[config.mk]
export PLATFORM = sky130hd
export DESIGN_NAME = unlock_sequencer
export DESIGN_NICKNAME = d
export VERILOG_FILES = /design/src/rtl/unlock_pkg.sv /design/src/rtl/unlock_sequencer_key_event.sv /design/src/rtl/unlock_sequencer.sv
export SDC_FILE = /design/constraint.sdc
export NUM_CORES = 1
export LEC_CHECK = 0
export ABC_AREA = 0
export CAP_MARGIN = 15
export CORE_ASPECT_RATIO = 0.6
export CORE_MARGIN = 2
export CORE_UTILIZATION = 55
export DETAILED_ROUTE_END_ITERATION = 10
export MAX_ROUTING_LAYER = met4
export PLACE_DENSITY = 0.8
export SLEW_MARGIN = 5
export SYNTH_ARGS = -nofsm -noshare
export SYNTH_HDL_FRONTEND = slang
export SYNTH_SLANG_ARGS = --single-unit
[constraint.sdc]
create_clock -name clk -period 2.55 [get_ports clk]
set_clock_uncertainty 0.05 [all_clocks]
set_input_delay 0.51 -clock clk [delete_from_list [all_inputs] [get_ports clk]]
set_output_delay 0.51 -clock clk [all_outputs]
set_load 0.005 [all_outputs]
[src/rtl/unlock_pkg.sv]
// Shared state encoding and constants for the safe unlock sequencer.
package unlock_pkg;
  typedef enum logic [1:0] {STAGE, WAIT_KEY, UNLOCK, LOCKOUT} state_t;

  localparam logic [3:0] DEFAULT_CANCEL_KEY = 4'hC;
  localparam logic [7:0] CLOSED_ANGLE       = 8'd0;
endpackage

[src/rtl/unlock_sequencer_key_event.sv]
// Turns the debounced key level into single-cycle confirm/cancel pulses.
module key_event
  import unlock_pkg::*;
#(
  parameter logic [3:0] CANCEL_KEY = DEFAULT_CANCEL_KEY
) (
  input  logic       clk,
  input  logic       reset_n,
  input  logic       key_valid,
  input  logic [3:0] key_num,
  output logic       confirm_evt,
  output logic       cancel_evt
);
  logic key_prev;
  logic key_hit;

  always_ff @(posedge clk or negedge reset_n) begin
    if (!reset_n) key_prev <= 1'b0;
    else          key_prev <= key_valid;
  end

  assign key_hit     = key_valid && !key_prev;
  assign cancel_evt  = key_hit && (key_num == CANCEL_KEY);
  assign confirm_evt = key_hit && (key_num != CANCEL_KEY);
endmodule

[src/rtl/unlock_sequencer.sv]
// Chains the authentication stages, handles keypad confirmation, servo, lockout and relock.
//   state    | meaning
//   STAGE    | stage idx enabled, waiting for its pass/fail
//   WAIT_KEY | stage idx passed, waiting for keypad confirm before idx+1
//   UNLOCK   | all stages passed, servo open
//   LOCKOUT  | too many consecutive failures, everything held off
module unlock_sequencer
  import unlock_pkg::*;
#(
  parameter int          NUM_STAGES     = 2,
  parameter int          MAX_FAILS      = 3,
  parameter int          RELOCK_CYCLES  = 30000,
  parameter int          LOCKOUT_CYCLES = 60000,
  parameter int          OPEN_ANGLE     = 135,
  parameter logic [3:0]  CANCEL_KEY     = DEFAULT_CANCEL_KEY
) (
  input  logic                                                   clk,
  input  logic                                                   reset_n,
  input  logic [NUM_STAGES-1:0]                                  stage_pass,
  input  logic [NUM_STAGES-1:0]                                  stage_fail,
  input  logic                                                   key_valid,
  input  logic [3:0]                                             key_num,
  output logic [NUM_STAGES-1:0]                                  stage_rst_n,
  output logic [((NUM_STAGES > 1) ? $clog2(NUM_STAGES) : 1)-1:0] sel,
  output logic                                                   kp_main,
  output logic [7:0]                                             angle,
  output logic [NUM_STAGES:0]                                    indicator,
  output logic                                                   unlocked,
  output logic                                                   lockout
);
  localparam int SEL_W    = (NUM_STAGES > 1) ? $clog2(NUM_STAGES) : 1;
  localparam int TMR_SPAN = (RELOCK_CYCLES > LOCKOUT_CYCLES) ? RELOCK_CYCLES : LOCKOUT_CYCLES;
  localparam int TMR_W    = (TMR_SPAN > 2) ? $clog2(TMR_SPAN) : 1;
  localparam int FC_W     = $clog2(MAX_FAILS + 1);

  localparam logic [SEL_W-1:0]      LAST_IDX     = SEL_W'(NUM_STAGES - 1);
  localparam logic [TMR_W-1:0]      RELOCK_LAST  = TMR_W'(RELOCK_CYCLES - 1);
  localparam logic [TMR_W-1:0]      LOCKOUT_LAST = TMR_W'(LOCKOUT_CYCLES - 1);
  localparam logic [NUM_STAGES-1:0] STAGE0_EN    = NUM_STAGES'(1);
  localparam logic [NUM_STAGES:0]   IND_CLOSED   = {1'b1, {NUM_STAGES{1'b0}}};
  localparam logic [NUM_STAGES:0]   IND_OPEN     = {1'b0, {NUM_STAGES{1'b1}}};

  state_t           state;
  logic [SEL_W-1:0] idx;
  logic [TMR_W-1:0] timer;
  logic [FC_W-1:0]  fail_cnt;
  logic [FC_W:0]    fail_inc;
  logic             fail_limit;
  logic             stage_active;
  logic             confirm_evt;
  logic             cancel_evt;

  key_event #(.CANCEL_KEY(CANCEL_KEY)) u_key_event (
    .clk         (clk),
    .reset_n     (reset_n),
    .key_valid   (key_valid),
    .key_num     (key_num),
    .confirm_evt (confirm_evt),
    .cancel_evt  (cancel_evt)
  );

  // A stage's verdict only counts once its enable has actually been released.
  assign stage_active = stage_rst_n[idx];
  assign fail_inc     = {1'b0, fail_cnt} + (FC_W+1)'(1);
  assign fail_limit   = fail_inc >= (FC_W+1)'(MAX_FAILS);

  always_ff @(posedge clk or negedge reset_n) begin
    if (!reset_n) begin
      state       <= STAGE;
      idx         <= '0;
      stage_rst_n <= '0;
      sel         <= '0;
      kp_main     <= 1'b0;
      angle       <= CLOSED_ANGLE;
      indicator   <= IND_CLOSED;
      unlocked    <= 1'b0;
      lockout     <= 1'b0;
      fail_cnt    <= '0;
      timer       <= '0;
    end else begin
      if (timer != '1) timer <= timer + TMR_W'(1);
      case (state)
        STAGE: begin
          stage_rst_n <= STAGE0_EN << idx;
          sel         <= idx;
          kp_main     <= 1'b0;
          if (stage_active && stage_pass[idx]) begin
            indicator[idx] <= 1'b1;
            fail_cnt       <= '0;
            stage_rst_n    <= '0;
            kp_main        <= 1'b1;
            timer          <= '0;
            if (idx == LAST_IDX) begin
              state     <= UNLOCK;
              sel       <= LAST_IDX;
              angle     <= 8'(OPEN_ANGLE);
              unlocked  <= 1'b1;
              indicator <= IND_OPEN;
            end else begin
              state <= WAIT_KEY;
              sel   <= idx + SEL_W'(1);
            end
          end else if (stage_active && stage_fail[idx]) begin
            if (fail_cnt != '1) fail_cnt <= fail_inc[FC_W-1:0];
            stage_rst_n <= '0;
            idx         <= '0;
            sel         <= '0;
            indicator   <= IND_CLOSED;
            timer       <= '0;
            if (fail_limit) begin
              state   <= LOCKOUT;
              lockout <= 1'b1;
              kp_main <= 1'b1;
            end
          end
        end
        WAIT_KEY: begin
          if (confirm_evt) begin
            state       <= STAGE;
            idx         <= idx + SEL_W'(1);
            sel         <= idx + SEL_W'(1);
            kp_main     <= 1'b0;
            stage_rst_n <= STAGE0_EN << (idx + SEL_W'(1));
            timer       <= '0;
          end else if (cancel_evt || timer == RELOCK_LAST) begin
            state     <= STAGE;
            idx       <= '0;
            sel       <= '0;
            kp_main   <= 1'b0;
            indicator <= IND_CLOSED;
            timer     <= '0;
          end
        end
        UNLOCK: begin
          if (confirm_evt || (!cancel_evt && timer == RELOCK_LAST)) begin
            state     <= STAGE;
            idx       <= '0;
            sel       <= '0;
            kp_main   <= 1'b0;
            angle     <= CLOSED_ANGLE;
            unlocked  <= 1'b0;
            indicator <= IND_CLOSED;
            timer     <= '0;
          end else if (cancel_evt) begin
            timer <= '0;
          end
        end
        LOCKOUT: begin
          if (timer == LOCKOUT_LAST) begin
            state    <= STAGE;
            fail_cnt <= '0;
            lockout  <= 1'b0;
            kp_main  <= 1'b0;
            timer    <= '0;
          end
        end
        default: state <= STAGE;
      endcase
    end
  end
endmodule

==> results.ini, run 1 <==
[run_status]
status = complete, no violations

[synthesis]
yosysWarningCount = 0
synth_top_area_share_pct = 37.0
ys_types = 50
async_flop_share_pct = 100
synth.most_common_cell = dfrtp_1
syn-instance-count = 227
synth_top_area_cell = dfrtp_1
synthTopCellsByCount = dfrtp_1 (30), nand2_1 (21), nor2_1 (21)
synth_area_um2 = 2030
synth-seq-cells = 31
seq_area_frac_synth_pct = 38.3
synth_area_leaders = dfrtp_1 (37%), ha_1 (4.9%), a21oi_1 (4.4%)
synth_edf_count = 0
ys.flop_type = dfrtp_1
avgSynthCellArea_um2 = 8.93

[route]
wl_met3_um = 367
wl_met1_mm = 2.35
vias = 1771
met2WireLength_mm = 1.66
drt-vias-per-instance = 5.96
drtPass1Iterations = 4
topRoutingLayerUsed = met4
drt_wl_total_mm = 4.44
ant_nets = 0
wl_per_cell_um = 14.9
drtIter0Drc = 156
drc = 0

[pwr]
p_comb_share_pct = 48.4
ir_worst_vdd_mv = 0.617
internal_power_mw = 1.30
seqPwrFrac_pct = 32.5
p_leak_nw = 1.03
power.density_nw_per_um2 = 910
clkPwrFrac_pct = 19.1
switching_power_mw = 0.862
switching_share_pct = 39.9

[sta]
setup_viol = 0
max_freq_mhz = 465
period_share_pct = 84.4
setup_tns_ns = 0
hold_viol_final = 0
whs_ns = 0.433
slew_headroom_pct = 56.8
fin_crit_ns = 2.15
rsz0062_at_grt = false
slew_viol_final = 0
tightest_slew_ns = 0.644

[clocking]
numCtsBuffers = 5
clk_latency_ns = 0.29
cts.hold.buffers_added = 0
clockBufferDepth = 2
clkTransAtPathRegs_ns = 0.07
htree_levels = 2
cts_tree = built
cts_resized = 0
ctsRootBufferMaster = clkbuf_8
cts.sinks = 31
post_cts_buffers = 0

[worst_setup_path]
rr_worst_depth = 6
cp-end-kind = flip-flop
cp_slowest_cell = or4b_4
start_kind = flip-flop
max_stage_delay_ns = 0.57
worstPathRequired_ns = 2.65
reg2reg_from = timer[5]$_DFF_PN0_
reg2reg_to = timer[13]$_DFF_PN0_
critPathMaxFanout = 16
cp-endpoint = timer[13]$_DFF_PN0_
reg2reg_slack_ns = 0.40
critPathArrivalTime_ns = 2.25
worstSetupPathType = reg2reg
startpoint = timer[5]$_DFF_PN0_
crit_chain = or4b_4 > o41ai_4 > o21ai_2 > a22oi_4 > buf_12 > a311oi_1

[grt]
overflow = 0
grt_max_degree = 32
grt_pass1_vias = 1517
grt_pass1_wl_mm = 7.21
groute.usage.overall_pct = 23.7
grt_antenna_before_repair = 0

[final_layout]
diodes = 0
area_growth_pct = 17.0
fillers = 310
regArea_um2 = 777
multi_input_area_um2 = 1120
final_layout_size_suffix_gt1_share_pct = 8.80
fin_nets = 268

[floorplan]
num_rows = 17
die_y_um = 51.0
design.core.area_um2 = 3590
initial_core_util_pct = 56.4
die-area_um2 = 4210
die_x_um = 82.4
num_io_pins = 28

[placement]
dp_hpwl_mm = 3.32
io_buffer_count = 23
gp_congestion = 0.945

[worst_hold_path]
worstHoldPathType = reg2reg

[flow_run]
drv_cap = 0

[how the worst min path moves through the flow]
stage	start	to	slack (ns)	cells past startpoint
2_1_floorplan	reset_n	angle[2]$_DFFE_PN0P_	0.16	0
3_3_place_gp	indicator[2]$_DFFE_PN1P_	indicator[2]$_DFFE_PN1P_	0.42	2
3_5_place_dp	indicator[2]$_DFFE_PN1P_	indicator[2]$_DFFE_PN1P_	0.43	2
4_1_cts	indicator[2]$_DFFE_PN1P_	indicator[2]$_DFFE_PN1P_	0.44	2
5_1_grt	indicator[2]$_DFFE_PN1P_	indicator[2]$_DFFE_PN1P_	0.46	2
6_report	indicator[2]$_DFFE_PN1P_	indicator[2]$_DFFE_PN1P_	0.43	2
[worst max-delay path: cells and delay by family, from the launching register on]
kind | cells | cell delay, ns
and+or+nand+nor | 1 | 0.57
DFF | 1 | 0.43
buffers and inverters | 1 | 0.16
AOI/OAI and AO/OA | 4 | 0.78
[logic make-up (layout without fill, tap and decap cells)]
| kind of cell | Yosys count | after routing | synth area share (%) |
|---|---|---|---|
| DFF | 31 | 31 | 38.3 |
| other | 1 | 4 | 0.185 |
| and+or+nand+nor | 92 | 92 | 24.3 |
| AOI/OAI and AO/OA | 56 | 56 | 19.3 |
| muxes | 7 | 7 | 3.58 |
| buffers and inverters | 26 | 46 | 6.79 |
| adders and majority gates | 8 | 8 | 4.94 |
| xor gates and xnor gates | 6 | 6 | 2.59 |
[power groups by stage]
stage                     sequential [mW]  clock [mW]  combinational, mW
after floorplan                     0.678           0              0.731
after detailed placement            0.711           0               1.03
final                               0.702       0.412               1.05
after global routing                0.720       0.432               1.15
after global placement              0.707           0               1.02
after CTS                           0.702       0.414               1.03
[cell type report]
type                    count  area share, %
clock inverters             1          0.211
inverters                   9           1.42
flip-flops and latches     31           32.7
clock buffers               7           3.64
well taps                  47           2.48
multi-input cells         173           47.4
repair buffers             29           12.1
[placed cells by master, fill, tap and decap left out, types with 2 or more instances in the layout]
cell and count:
nand4_1 2, xnor2_1 6, clkbuf_8 6, nor2_1 21
and4_1 6, nand3_1 11, clkdlybuf4s50_1 23, a211oi_1 5
a311oi_1 2, nand2b_1 2, o21ai_0 10, and3_1 4
o21a_1 3, a21oi_1 18, dfrtp_1 30, and2_1 3
mux2i_1 5, nand4b_1 4, or3_1 2, mux2_2 2
nand2_1 21, conb_1 4, nand3b_1 3, ha_1 8
buf_4 5, a31oi_1 3, inv_1 9, nor3_1 8
[metrics by stage]
step                cell area, µm²  setup WS (ns)  utilization, %  power [mW]  cells
global route                  2370          0.183            66.0        2.30    297
finish                        2370          0.398            66.0        2.16    297
detailed placement            2280          0.129            63.5        1.74    289
CTS                           2370          0.405            66.0        2.15    297
global placement              2280          0.205            63.5        1.73    289
floorplan                     2040          0.467               -        1.41    230
[registers in the layout, summed over array words and instances, names as in the netlist]
signal and flops:
angle 1, fail_cnt 2, idx 1, indicator 3, kp_main 1, lockout 1, sel 1, stage_rst_n 2
state 2, timer 16, u_key_event.key_prev 1
[per-layer routing]
metal | vias up | global-route usage, %
li1 | 861 | -
met1 | 816 | 38.4
met2 | 87 | 28.0
met3 | 7 | 5.65
met4 | 0 | 7.50
met5 | - | -
Power figures use the tool's default switching activity.
==> run 2, diff against run 1 <==
clock period = 2.1 ns   (was 2.55 ns; I/O delays follow)
==> run 2 against run 1 <==
Routed wire length up 11%; power grew 31%; first-iteration DRC count decreased by 11%; final area rose by 7.6%; non-clock buffer count is 25 higher; sequential share of layout area fell by 2.3 points; critical path type unchanged; highest routed layer unchanged.
==> results.ini, run 2 (synthesized netlist as in run 1, its figures left out) <==
[final_layout]
final_util_pct = 71.0
diodes = 0
fin_nets = 293
layout_commonest_cell = buf_4
max_flop_register = timer
top_regs = timer: 16 flops, indicator: 3 flops
largest_reg_flops = 16
area_growth_pct = 25.9
final_layout_size_suffix_gt1_share_pct = 17.8
layout_common_cells = buf_4 (31), dfrtp_1 (30), clkdlybuf4s50_1 (23)

[placement]
io_buffer_count = 23
gp_congestion = 0.931
dp_hpwl_mm = 3.75

[route]
drtIter0Drc = 139
drc = 0
drt-vias-per-instance = 5.84
ant_nets = 0
wl_per_cell_um = 15.3
drt_wl_total_mm = 4.93
vias = 1879
drtPass1Iterations = 4

[clocking]
clockBufferDepth = 2
htree_levels = 2
numCtsBuffers = 5
post_cts_buffers = 0
ctsRootBufferMaster = clkbuf_8
clkTransAtPathRegs_ns = 0.07
cts_tree = built
clk_latency_ns = 0.30
cts.sinks = 31
cts.hold.buffers_added = 0

[pwr]
power.density_nw_per_um2 = 1110
p_leak_nw = 1.15
switching_share_pct = 39.4
switching_power_mw = 1.11
power_mw = 2.82
seqPwrFrac_pct = 29.4
clkPwrFrac_pct = 17.6
internal_power_mw = 1.71
p_comb_share_pct = 52.9
ir_worst_vdd_mv = 0.881

[worst_setup_path]
start_kind = flip-flop
reg2reg_slack_ns = 0.13
reg2reg_to = state[0]$_DFFE_PN0P_
worstPathRequired_ns = 2.23
startpoint = timer[5]$_DFF_PN0_
cp-endpoint = state[0]$_DFFE_PN0P_
critPathMaxFanout = 4
critPathArrivalTime_ns = 2.10
cp-end-kind = flip-flop
worstSetupPathType = reg2reg
reg2reg_from = timer[5]$_DFF_PN0_
rr_worst_depth = 6

[grt]
overflow = 0
grt_pass1_vias = 1711
groute.usage.overall_pct = 27.8
grt_pass1_wl_mm = 8.35
grt_antenna_before_repair = 0
grt_max_degree = 32

[floorplan]
num_io_pins = 28
die_y_um = 51.0
die_x_um = 82.4
num_rows = 17
design.core.area_um2 = 3590
initial_core_util_pct = 56.4
die-area_um2 = 4210

[sta]
whs_ns = 0.434
setup_viol = 0
hold_viol_final = 0
fin_crit_ns = 1.97
max_freq_mhz = 509
period_share_pct = 93.6
slew_viol_final = 0
rsz0062_at_grt = true

[worst_hold_path]
worstHoldPathType = reg2reg

[flow_run]
drv_cap = 0

[run_status]
status = complete, no violations

## run 2: changes by cell type in the layout (fill, tap and decap cells not counted), sizes merged
cell,before,now
buf,6,31
## run 2: critical path: stages (launching register included)
cell	delay, ns
dfrtp_1	0.38
or4b_4	0.56
o41ai_4	0.34
buf_4	0.19
inv_1	0.06
nor2_1	0.19
a21oi_1	0.10
## run 2: routing by layer
layer  vias up  GRT usage (%)  wire, µm
li1        905              -         -
met5         -              -         0
met4         0           10.6        57
met3         5           7.60       424
met2        84           36.0      1960
met1       885           41.0      2490
## run 2: final cells by class
| class | count | area (µm²) |
|---|---|---|
| clock buffer | 7 | 86.3 |
| fill | 291 | 1040 |
| sequential | 31 | 777 |
| tap | 47 | 58.8 |
| multi-input combinational | 173 | 1130 |
| timing repair buffer | 54 | 463 |
| inverter | 9 | 33.8 |
| clock inverter | 1 | 5.00 |
## run 2: timing repair
action / 4_1_cts / 5_1_grt
resized for setup: 0 / 2
endpoints found under the setup margin: 0 / 17
hold endpoints to repair: 0 / 0
## run 2: how the worst min path moves through the flow
stage	startpoint	to	cells after the start
CTS	indicator[2]$_DFFE_PN1P_	indicator[2]$_DFFE_PN1P_	2
global route	indicator[2]$_DFFE_PN1P_	indicator[2]$_DFFE_PN1P_	2
detailed placement	indicator[2]$_DFFE_PN1P_	indicator[2]$_DFFE_PN1P_	2
floorplan	reset_n	angle[2]$_DFFE_PN0P_	0
finish	indicator[2]$_DFFE_PN1P_	indicator[2]$_DFFE_PN1P_	2
global placement	indicator[2]$_DFFE_PN1P_	indicator[2]$_DFFE_PN1P_	2
## run 2: power by group through the flow
stage / Clock (mW) / Sequential [mW] / Combinational, mW
3_3_place_gp: 0 / 0.832 / 1.43
4_1_cts: 0.511 / 0.830 / 1.47
6_report: 0.498 / 0.831 / 1.50
2_1_floorplan: 0 / 0.823 / 0.888
5_1_grt: 0.531 / 0.848 / 1.64
3_5_place_dp: 0 / 0.842 / 1.46
## run 2: metrics by stage
step                      setup slack, ns  setup TNS, ns  area, µm²  cells
after detailed placement          -0.0878         -0.277       2460    314
after global placement            -0.0502        -0.0844       2460    314
final                               0.134              0       2550    322
after floorplan                    0.0169              0       2040    230
after CTS                          0.0865              0       2550    322
after global routing              -0.0227        -0.0242       2550    322
